`src/rtl/serial_tagger_pkg.sv`:
```
// Shared helpers for the windowed crossbar stages.
// Pure elaboration-time functions; no hardware of its own.
package serial_tagger_pkg;

    // Width needed to hold every count value from 0 up to max inclusive.
    function automatic int unsigned credit_width(input int unsigned max);
        return (max < 1) ? 1 : $clog2(max + 1);
    endfunction

endpackage

```
`src/rtl/data_i.sv`:
```
// In-order stream bundle: payload, byte keep, packet last, valid/ready handshake.
// No logic; carries whatever latency and backpressure the endpoints implement.
interface data_i #(
    parameter type data_t = logic [31:0]
);
    localparam int unsigned KEEP_W = ($bits(data_t) + 7) / 8;

    data_t             data;
    logic [KEEP_W-1:0] keep;
    logic              last;
    logic              valid;
    logic              ready;

    modport s (input data, keep, last, valid, output ready);
    modport m (output data, keep, last, valid, input ready);
endinterface

```
`src/rtl/tagged_i.sv`:
```
// Stream bundle with a per-beat serial tag, used on the crossbar side.
// No logic; carries whatever latency and backpressure the endpoints implement.
interface tagged_i #(
    parameter type         data_t       = logic [31:0],
    parameter int unsigned SERIAL_WIDTH = 2
);
    localparam int unsigned KEEP_W = ($bits(data_t) + 7) / 8;

    data_t                   data;
    logic [KEEP_W-1:0]       keep;
    logic                    last;
    logic [SERIAL_WIDTH-1:0] tag;
    logic                    valid;
    logic                    ready;

    modport m (output data, keep, last, tag, valid, input ready);
    modport s (input data, keep, last, tag, valid, output ready);
endinterface

```
`src/rtl/serial_tagger_credit_counter.sv`:
```
// Saturating 0..MAX occupancy counter with full/empty and a sticky underflow flag.
// Count updates one cycle after inc/dec; no backpressure, callers gate inc with full.
module serial_tagger_credit_counter
    import serial_tagger_pkg::*;
#(
    parameter  int unsigned MAX = 4,
    localparam int unsigned CW  = credit_width(MAX)
) (
    input  logic          clk,
    input  logic          rst_n,
    input  logic          inc_i,
    input  logic          dec_i,
    output logic [CW-1:0] count_o,
    output logic          full_o,
    output logic          empty_o,
    output logic          underflow_o
);

    logic [CW-1:0] count_q, count_d;
    logic          uf_q, uf_d;
    logic          dec_ok;

    // A return with nothing outstanding is dropped and only flagged.
    assign dec_ok = dec_i && (count_q != '0);

    always_comb begin
        count_d = count_q;
        uf_d    = uf_q;
        if (dec_i && (count_q == '0)) begin
            uf_d = 1'b1;
        end
        if (inc_i && !dec_ok && (count_q != CW'(MAX))) begin
            count_d = count_q + CW'(1);
        end else if (dec_ok && !inc_i) begin
            count_d = count_q - CW'(1);
        end
    end

    always_ff @(posedge clk) begin
        if (!rst_n) begin
            count_q <= '0;
            uf_q    <= 1'b0;
        end else begin
            count_q <= count_d;
            uf_q    <= uf_d;
        end
    end

    assign count_o     = count_q;
    assign full_o      = (count_q == CW'(MAX));
    assign empty_o     = (count_q == '0);
    assign underflow_o = uf_q;

endmodule

```
`src/rtl/serial_tagger.sv`:
```
// Stamps each in-order beat with a consecutive serial tag inside a DEPTH-beat credit window.
// One register stage (1-cycle latency); in.ready drops on output stall or full window.
module serial_tagger
    import serial_tagger_pkg::*;
#(
    parameter type         data_t       = logic [31:0],
    parameter int unsigned DEPTH        = 4,
    parameter int unsigned SERIAL_WIDTH = $clog2(DEPTH)
) (
    input  logic                  clk,
    input  logic                  rst_n,
    data_i.s                      in,
    tagged_i.m                    out,
    input  logic                  credit_return,
    output logic [SERIAL_WIDTH:0] outstanding,
    output logic                  idle,
    output logic                  err_underflow
);

    localparam int unsigned KEEP_W = ($bits(data_t) + 7) / 8;

    typedef logic [SERIAL_WIDTH-1:0] serial_t;

    // The reorder stage indexes its window by tag, so the window must be exactly the tag space.
    if ((SERIAL_WIDTH < 1) || (DEPTH != (2 ** SERIAL_WIDTH))) begin : g_bad_depth
        $error("serial_tagger: DEPTH must equal 2**SERIAL_WIDTH with SERIAL_WIDTH >= 1");
    end

    logic              valid_q;
    serial_t           tag_cnt_q, tag_cnt_d;
    serial_t           tag_q;
    data_t             data_q;
    logic [KEEP_W-1:0] keep_q;
    logic              last_q;
    logic              win_full, win_empty;
    logic              in_rdy;
    logic              accept;

    // Full window blocks input even with an empty output register; returns take effect next cycle.
    assign in_rdy    = (!valid_q || out.ready) && !win_full;
    assign in.ready  = in_rdy;
    assign accept    = in.valid && in_rdy;
    assign tag_cnt_d = accept ? (tag_cnt_q + serial_t'(1)) : tag_cnt_q;

    always_ff @(posedge clk) begin
        if (!rst_n) begin
            valid_q   <= 1'b0;
            tag_cnt_q <= '0;
        end else begin
            tag_cnt_q <= tag_cnt_d;
            if (accept) begin
                valid_q <= 1'b1;
            end else if (out.ready) begin
                valid_q <= 1'b0;
            end
        end
    end

    always_ff @(posedge clk) begin
        if (accept) begin
            tag_q  <= tag_cnt_q;
            data_q <= in.data;
            keep_q <= in.keep;
            last_q <= in.last;
        end
    end

    assign out.valid = valid_q;
    assign out.tag   = tag_q;
    assign out.data  = data_q;
    assign out.keep  = keep_q;
    assign out.last  = last_q;

    serial_tagger_credit_counter #(
        .MAX (DEPTH)
    ) u_credit (
        .clk         (clk),
        .rst_n       (rst_n),
        .inc_i       (accept),
        .dec_i       (credit_return),
        .count_o     (outstanding),
        .full_o      (win_full),
        .empty_o     (win_empty),
        .underflow_o (err_underflow)
    );

    assign idle = win_empty && !valid_q;

endmodule
```
`src/flat_wrapper.sv`:
```
// flat-port wrapper written by rule: the top's interface ports become plain ports
module serial_tagger_flat import serial_tagger_pkg::*;
#(
    parameter type         data_t       = logic [31:0],
    parameter int unsigned DEPTH        = 4,
    parameter int unsigned SERIAL_WIDTH = $clog2(DEPTH)
)
  (clk, rst_n, credit_return, outstanding, idle, err_underflow, in_data, in_keep, in_last, in_valid, in_ready, out_data, out_keep, out_last, out_tag, out_valid, out_ready);
  data_i #(.data_t(data_t)) in_i ();
  tagged_i #(.data_t(data_t), .SERIAL_WIDTH(SERIAL_WIDTH)) out_i ();
  input  logic clk;
  input  logic rst_n;
  input  logic credit_return;
  output logic [SERIAL_WIDTH:0] outstanding;
  output logic idle;
  output logic err_underflow;
  input wire logic [$bits(in_i.data)-1:0] in_data;
  input wire logic [$bits(in_i.keep)-1:0] in_keep;
  input wire logic [$bits(in_i.last)-1:0] in_last;
  input wire logic [$bits(in_i.valid)-1:0] in_valid;
  output wire logic [$bits(in_i.ready)-1:0] in_ready;
  output wire logic [$bits(out_i.data)-1:0] out_data;
  output wire logic [$bits(out_i.keep)-1:0] out_keep;
  output wire logic [$bits(out_i.last)-1:0] out_last;
  output wire logic [$bits(out_i.tag)-1:0] out_tag;
  output wire logic [$bits(out_i.valid)-1:0] out_valid;
  input wire logic [$bits(out_i.ready)-1:0] out_ready;
  assign in_i.data = in_data;
  assign in_i.keep = in_keep;
  assign in_i.last = in_last;
  assign in_i.valid = in_valid;
  assign in_ready = in_i.ready;
  assign out_data = out_i.data;
  assign out_keep = out_i.keep;
  assign out_last = out_i.last;
  assign out_tag = out_i.tag;
  assign out_valid = out_i.valid;
  assign out_i.ready = out_ready;
  serial_tagger #(.data_t(data_t), .DEPTH(DEPTH), .SERIAL_WIDTH(SERIAL_WIDTH)) u_core (.clk(clk), .rst_n(rst_n), .in(in_i), .out(out_i), .credit_return(credit_return), .outstanding(outstanding), .idle(idle), .err_underflow(err_underflow));
endmodule
```
`config.mk`:
```
export PLATFORM = sky130hd
export DESIGN_NAME = serial_tagger_flat
export DESIGN_NICKNAME = d
export VERILOG_FILES = /design/src/rtl/serial_tagger_pkg.sv /design/src/rtl/data_i.sv /design/src/rtl/tagged_i.sv /design/src/rtl/serial_tagger_credit_counter.sv /design/src/rtl/serial_tagger.sv /design/src/flat_wrapper.sv
export SDC_FILE = /design/constraint.sdc
export NUM_CORES = 1
export LEC_CHECK = 0
export ABC_AREA = 1
export BUFFER_PORTS_ARGS = -buffer_cell sky130_fd_sc_hd__buf_2
export CAP_MARGIN = 40
export CORE_MARGIN = 1.5
export CORE_UTILIZATION = 46
export DETAILED_ROUTE_END_ITERATION = 8
export PLACE_DENSITY = 0.83
export SLEW_MARGIN = 20
export SYNTH_ARGS = -nofsm -noshare
export SYNTH_HDL_FRONTEND = slang
export SYNTH_SLANG_ARGS = --single-unit
```
`constraint.sdc`:
```
create_clock -name clk -period 5.2 [get_ports clk]
set_clock_uncertainty 0.1 [all_clocks]
set_input_delay 0.26 -clock clk [delete_from_list [all_inputs] [get_ports clk]]
set_output_delay 0.26 -clock clk [all_outputs]
set_load 0.01 [all_outputs]
```
**Word level (Yosys, flattened, before mapping)**

Cells that the tools add are included.

- Bits in registers: 46
- Input port bits: 42
- Output and inout port bits: 46
- Word-level logic and storage cells: 34

- Add/subtract/negate cells: 3
- Eq/ne operators: 2
- Muxes and demuxes: 4
- Reduce and logical (&&, ||, !) cells: 17

Operators by type and width:

| operator | number |
|---|---|
| $logic_and 1x1->1 | 8 |
| $mux 3 | 2 |
| $logic_not 1->1 | 4 |
| $reduce_bool 2->1 | 2 |
| $add 3x1->3 const B | 1 |
| $eq 3x3->1 const B | 1 |
| $logic_not 3->1 | 1 |
| $ne 3x3->1 const B | 1 |
| $reduce_bool 3->1 | 1 |
| $sub 3x1->3 const B | 1 |
| $add 2x1->2 const B | 1 |
| $mux 1 | 2 |
| $logic_or 1x1->1 | 1 |

**Longest topological paths before layout**

- Depth after elaboration: 8
- Gate-level depth with buffers: 10
- Depth with buffers taken out: 10

**Hierarchy**

Synthesis repeated with hierarchy kept, for this count alone.

- Cells, all modules: 100
- Area total of the unflattened synthesis: 1,602.8 um^2

By module, submodules not included:

| module | instances | cells an instance | area each (um^2) | seq. area each (um^2) |
|---|---|---|---|---|
| serial_tagger | 1 | 66 | 1,351.3 | 1,231.2 |
| serial_tagger_credit_counter | 1 | 34 | 251.5 | 80.1 |

**Worst setup path after synthesis**

Ideal clock, no wire load.

- Kind: flip-flop to flip-flop
- From: register u_core.u_credit.count_q[0], in the netlist u_core.u_credit.count_o[0]
- To: register u_core.u_credit.count_q[2], in the netlist u_core.u_credit.count_o[2]
- Setup time: 0.115 ns
- Arrival time: 1.862 ns
- Required time: 4.985 ns
- Setup slack: 3.123 ns
- Stages on the path, launching flop included: 10
- Path buffers: 0
- Clock period less this slack: 2.077 ns
- Path through: dfxtp_1 nor2_4 nand2_2 nand3_4 inv_4 nand2_4 fa_1 nand3b_1 a21oi_1 nor2_1

- Word-level cells in the longest chain between the ends: 7
- Elaborated cells between the ends (all ways): 17
- Classes of those cells: add/sub: 2; eq/ne: 2; mux: 2; reduce/logical: 11

RTL lines:

| element | line | source |
|---|---|---|
| from (decl) | serial_tagger_credit_counter.sv:19 | `logic [CW-1:0] count_q, count_d;` |
| from (signal assigned) | serial_tagger_credit_counter.sv:44 | `count_q <= count_d;` |
| $eq 3x3->1 * | serial_tagger_credit_counter.sv:50 | `assign full_o = (count_q == CW'(MAX));` |
| $logic_not 1->1 * | serial_tagger.sv:40 | `assign in_rdy = (!valid_q \|\| out.ready) && !win_full;` |
| $logic_and 1x1->1 * | serial_tagger.sv:40 |  |
| $logic_and 1x1->1 * | serial_tagger.sv:42 | `assign accept = in.valid && in_rdy;` |
| net u_core.accept | serial_tagger.sv:37 | `logic accept;` |
| $logic_and 1x1->1 or $logic_not 1->1 (tied branches) | serial_tagger_credit_counter.sv:32, serial_tagger_credit_counter.sv:34 |  |
| $logic_and 1x1->1 (on tied branches) | serial_tagger_credit_counter.sv:32, serial_tagger_credit_counter.sv:34 |  |
| $mux 3 or $reduce_bool 2->1 (tied branches) | - |  |

Mark *: on every way through the listed nets, which the timed path passes. The rest lies on a longest branch. The select of a mux whose other input is x is not followed.
A chain may end at the register's enable or synchronous reset.

**Final worst setup path**

Ends and elaborated chain as after synthesis.

==> flow_metrics.env <==
export IMPL_netlist_area_um2=1560
export IMPL_top_usage_layer="met2"
export IMPL_post_route_drc_count=0
export IMPL_power_mw=0.996
export IMPL_power_per_cell_area_nw_per_um2=398
export IMPL_core_rowCount=20
export IMPL_global_route_usage_met2=0.366
export IMPL_static_leakage_nw=1.09
export IMPL_nets=262
export IMPL_synth_edff_count=39
export IMPL_worstPathArrival_ns=2.43
export IMPL_timing_final_setup_violations=0
export IMPL_syn_avg_cell_area_um2=17.7
export IMPL_dp_hpwl_mm=2.25
export IMPL_wl_per_cell_um=14.6
export IMPL_post_route_min_period_ns=2.26
export IMPL_number_of_register_bits_inferred_by_synthesis=46
export IMPL_detailed_router_iteration_count_before_antenna_repair=4
export IMPL_clk_root_buffer_cell="sky130_fd_sc_hd__clkbuf_4"
export IMPL_finalHoldViolations=0
export IMPL_postSynthNetCount=131
export IMPL_netlist_top_cells_count="sky130_fd_sc_hd__edfxtp_1 (39), sky130_fd_sc_hd__dfxtp_1 (7), sky130_fd_sc_hd__nand2_1 (7), sky130_fd_sc_hd__inv_1 (6), sky130_fd_sc_hd__a21oi_1 (5)"
export IMPL_grt_pass1_wl_mm=5.30
export IMPL_final_layout_size_suffix_gt1_frac=0.468
export IMPL_drt_wl_total_mm=3.84
export IMPL_synthesis_yosys_warnings=0
export IMPL_critical_path_peak_fanout=41
export IMPL_post_cts_setup_buffer_count=0
export IMPL_ff_latch_area_um2=1310
export IMPL_final_antenna_net_count=0
export IMPL_timing_critical_path_cells="nor2_4 -> nand2_2 -> nand3_4 -> inv_4 -> nand2_4 -> fa_1 -> nand3b_1 -> a21oi_1 -> nor2_1"
export IMPL_cts_sink_count=46
export IMPL_first_global_vias=1155
export IMPL_number_of_library_cell_types_mapped_by_synthesis=21
export IMPL_min_path_type="input port to flip-flop"
export IMPL_cts_hold_repair_buffers=37
export IMPL_fin_tns_setup_ns=0
export IMPL_fp_dieH_um=61.2
export IMPL_gpl_final_weighted_congestion=0.698
export IMPL_die_outline_area_um2=3750
export IMPL_clock_buffers_created_by_tritoncts=5
export IMPL_max_slew_margin_rel=0.670
export IMPL_fp_coreArea_um2=3130
export IMPL_fmaxAchievable_mhz=443
export IMPL_grt_max_degree=42
export IMPL_initialDrtViolationCount=29
export IMPL_synth_to_layout_area_growth_pct=60.2
export IMPL_start_util=0.499
export IMPL_dr_total_vias=1207
export IMPL_pre_cts_setup_slack_ns=2.98
export IMPL_clkTransAtPathRegs_ns=0.12
export IMPL_clock_tree_htree_level_count=2
export IMPL_num_antenna_cells=0
export IMPL_port_buffers=87
export IMPL_track_usage=0.208
export IMPL_rsz0062_at_grt="false"
export IMPL_postSynth_asyncResetShare=0
export IMPL_timing_critical_path_from_type="flip-flop"
export IMPL_drv_cap=0
export IMPL_post_cts_resize_count=0
export IMPL_die_width_um=61.2
export IMPL_setup_ws_ns=2.94
export IMPL_period_share=0.435
export IMPL_ys_flop_type="sky130_fd_sc_hd__edfxtp_1"
export IMPL_netlist_top_cells_area="sky130_fd_sc_hd__edfxtp_1 (75%), sky130_fd_sc_hd__dfxtp_1 (9.0%), sky130_fd_sc_hd__nand2_1 (1.7%), sky130_fd_sc_hd__a21oi_1 (1.6%), sky130_fd_sc_hd__inv_1 (1.4%)"
export IMPL_max_slew_worst_pin_slew_ns=0.495
export IMPL_cp_end_kind="flip-flop"
export IMPL_synth_largest_area_cell="sky130_fd_sc_hd__edfxtp_1"
export IMPL_n_fill_cell=170
export IMPL_synth_seq_area_share=0.840
export IMPL_globalRouteMet1Util=0.223
export IMPL_multi_input_comb_area_um2=220
export IMPL_outcome="finished, final reports clean"
export IMPL_gr_util_met3=0.0861
export IMPL_drt_vias_per_instance=4.57
export IMPL_design_portCount=88
export IMPL_overflow=0
export IMPL_pins_over_slew_limit=0
export IMPL_grt_antenna_before_repair=0
export IMPL_tritoncts="done"
export IMPL_fraction_of_post_synthesis_cell_area_in_the_top_cell_type_by_area=0.751
export IMPL_critical_path_max_stage_delay_ns=0.49
export IMPL_worstPathRequired_ns=5.37
export IMPL_mapped_cells=88
export IMPL_max_clock_path_buffers=2
export IMPL_setup_worst_path_class="flip-flop to flip-flop"
export IMPL_worst_path_max_delay_cell="sky130_fd_sc_hd__dfxtp_1"
export IMPL_worstSkewPairLatency_ns=0.36
export IMPL_synth_most_common_cell="sky130_fd_sc_hd__edfxtp_1"
export IMPL_vdd_ir_drop_max_mv=0.255
-- where the power goes --
group | leakage [nW] | internal [mW] | total [mW] | switching, mW
Combinational | 0.617 | 0.112 | 0.272 | 0.160
Clock | 0.0385 | 0.101 | 0.209 | 0.108
Sequential | 0.434 | 0.482 | 0.515 | 0.0329
Total | 1.09 | 0.695 | 0.996 | 0.300
-- per-layer routing --
metal	up-vias	part of all wire
met5	-	0
met4	0	0.015
li1	580	-
met3	7	0.11
met1	543	0.40
met2	77	0.48
-- area by class of cell --
class | instances | area share
inverter | 7 | 0.0115
sequential | 46 | 0.525
timing repair buffer | 124 | 0.322
tap | 44 | 0.0220
clock inverter | 2 | 0.0150
multi-input combinational | 35 | 0.0881
clock buffer | 6 | 0.0165
-- flip-flops by register name, summed over array words and instances, names as in the netlist --
signal and flops:
u_core.tag_cnt_q 2, u_core.u_credit.count_o 3, u_core.out.valid 1, u_core.out.data 32, u_core.u_credit.underflow_o 1, u_core.out.keep 4, u_core.out.last 1, u_core.out.tag 2
-- final timing paths --
kind / startpoint / cells after the start / to / slack, ns
hold / removal: rst_n / 3 / u_core.u_credit.count_o[2]$_SDFFE_PN0P_ / 0.07
setup reg to reg: u_core.u_credit.count_o[0]$_SDFFE_PN0P_ / 9 / u_core.u_credit.count_o[2]$_SDFFE_PN0P_ / 2.94
setup / recovery: u_core.u_credit.count_o[0]$_SDFFE_PN0P_ / 9 / u_core.u_credit.count_o[2]$_SDFFE_PN0P_ / 2.94
hold reg to reg: u_core.u_credit.underflow_o$_SDFFE_PN0P_ / 2 / u_core.u_credit.underflow_o$_SDFFE_PN0P_ / 0.38
-- cell families after synthesis --
family | share of synthesized area
adder cells (fa/ha/maj) | 0.0128
buffers and inverters | 0.0184
flip-flops | 0.840
AO/OA/AOI/OAI | 0.0345
AND/OR/NAND/NOR | 0.0938
-- stage by stage --
| stage | hold slack, ns | instances | area, um^2 | utilization |
|---|---|---|---|---|
| floorplan | 0.259 | 88 | 1560 | - |
| global placement | 0.337 | 219 | 2050 | 0.656 |
| detailed placement | 0.338 | 219 | 2050 | 0.656 |
| CTS | 0.0532 | 264 | 2500 | 0.799 |
| global route | 0.0484 | 264 | 2500 | 0.799 |
| finish | 0.0655 | 264 | 2500 | 0.799 |
-- worst max-delay path, delay by kind of cell (launching register included) --
| kind | cells | cell delay, ns |
|---|---|---|
| AO/OA/AOI/OAI | 1 | 0.17 |
| adder cells (fa/ha/maj) | 1 | 0.40 |
| buffers and inverters | 1 | 0.40 |
| flip-flops | 1 | 0.49 |
| AND/OR/NAND/NOR | 6 | 0.60 |
-- cells in the final DEF (no fill, tap or decap) --
| master | n |
|---|---|
| sky130_fd_sc_hd__a21boi_1 | 1 |
| sky130_fd_sc_hd__a21oi_1 | 5 |
| sky130_fd_sc_hd__a21oi_2 | 1 |
| sky130_fd_sc_hd__and3_1 | 1 |
| sky130_fd_sc_hd__buf_2 | 87 |
| sky130_fd_sc_hd__bufinv_16 | 1 |
| sky130_fd_sc_hd__clkbuf_1 | 1 |
| sky130_fd_sc_hd__clkbuf_4 | 5 |
| sky130_fd_sc_hd__clkinvlp_4 | 1 |
| sky130_fd_sc_hd__dfxtp_1 | 7 |
| sky130_fd_sc_hd__dlygate4sd3_1 | 37 |
| sky130_fd_sc_hd__edfxtp_1 | 39 |
| sky130_fd_sc_hd__fa_1 | 1 |
| sky130_fd_sc_hd__inv_1 | 6 |
| sky130_fd_sc_hd__inv_4 | 1 |
| sky130_fd_sc_hd__nand2_1 | 7 |
| sky130_fd_sc_hd__nand2_2 | 3 |
| sky130_fd_sc_hd__nand2_4 | 1 |
| sky130_fd_sc_hd__nand3_1 | 4 |
| sky130_fd_sc_hd__nand3_4 | 1 |
| sky130_fd_sc_hd__nand3b_1 | 1 |
| sky130_fd_sc_hd__nand4_1 | 1 |
| sky130_fd_sc_hd__nor2_1 | 4 |
| sky130_fd_sc_hd__nor2_2 | 1 |
| sky130_fd_sc_hd__nor2_4 | 1 |
| sky130_fd_sc_hd__o21ai_0 | 1 |
| sky130_fd_sc_hd__o21bai_1 | 1 |
Note: power is estimated with default switching activity, not from simulation.
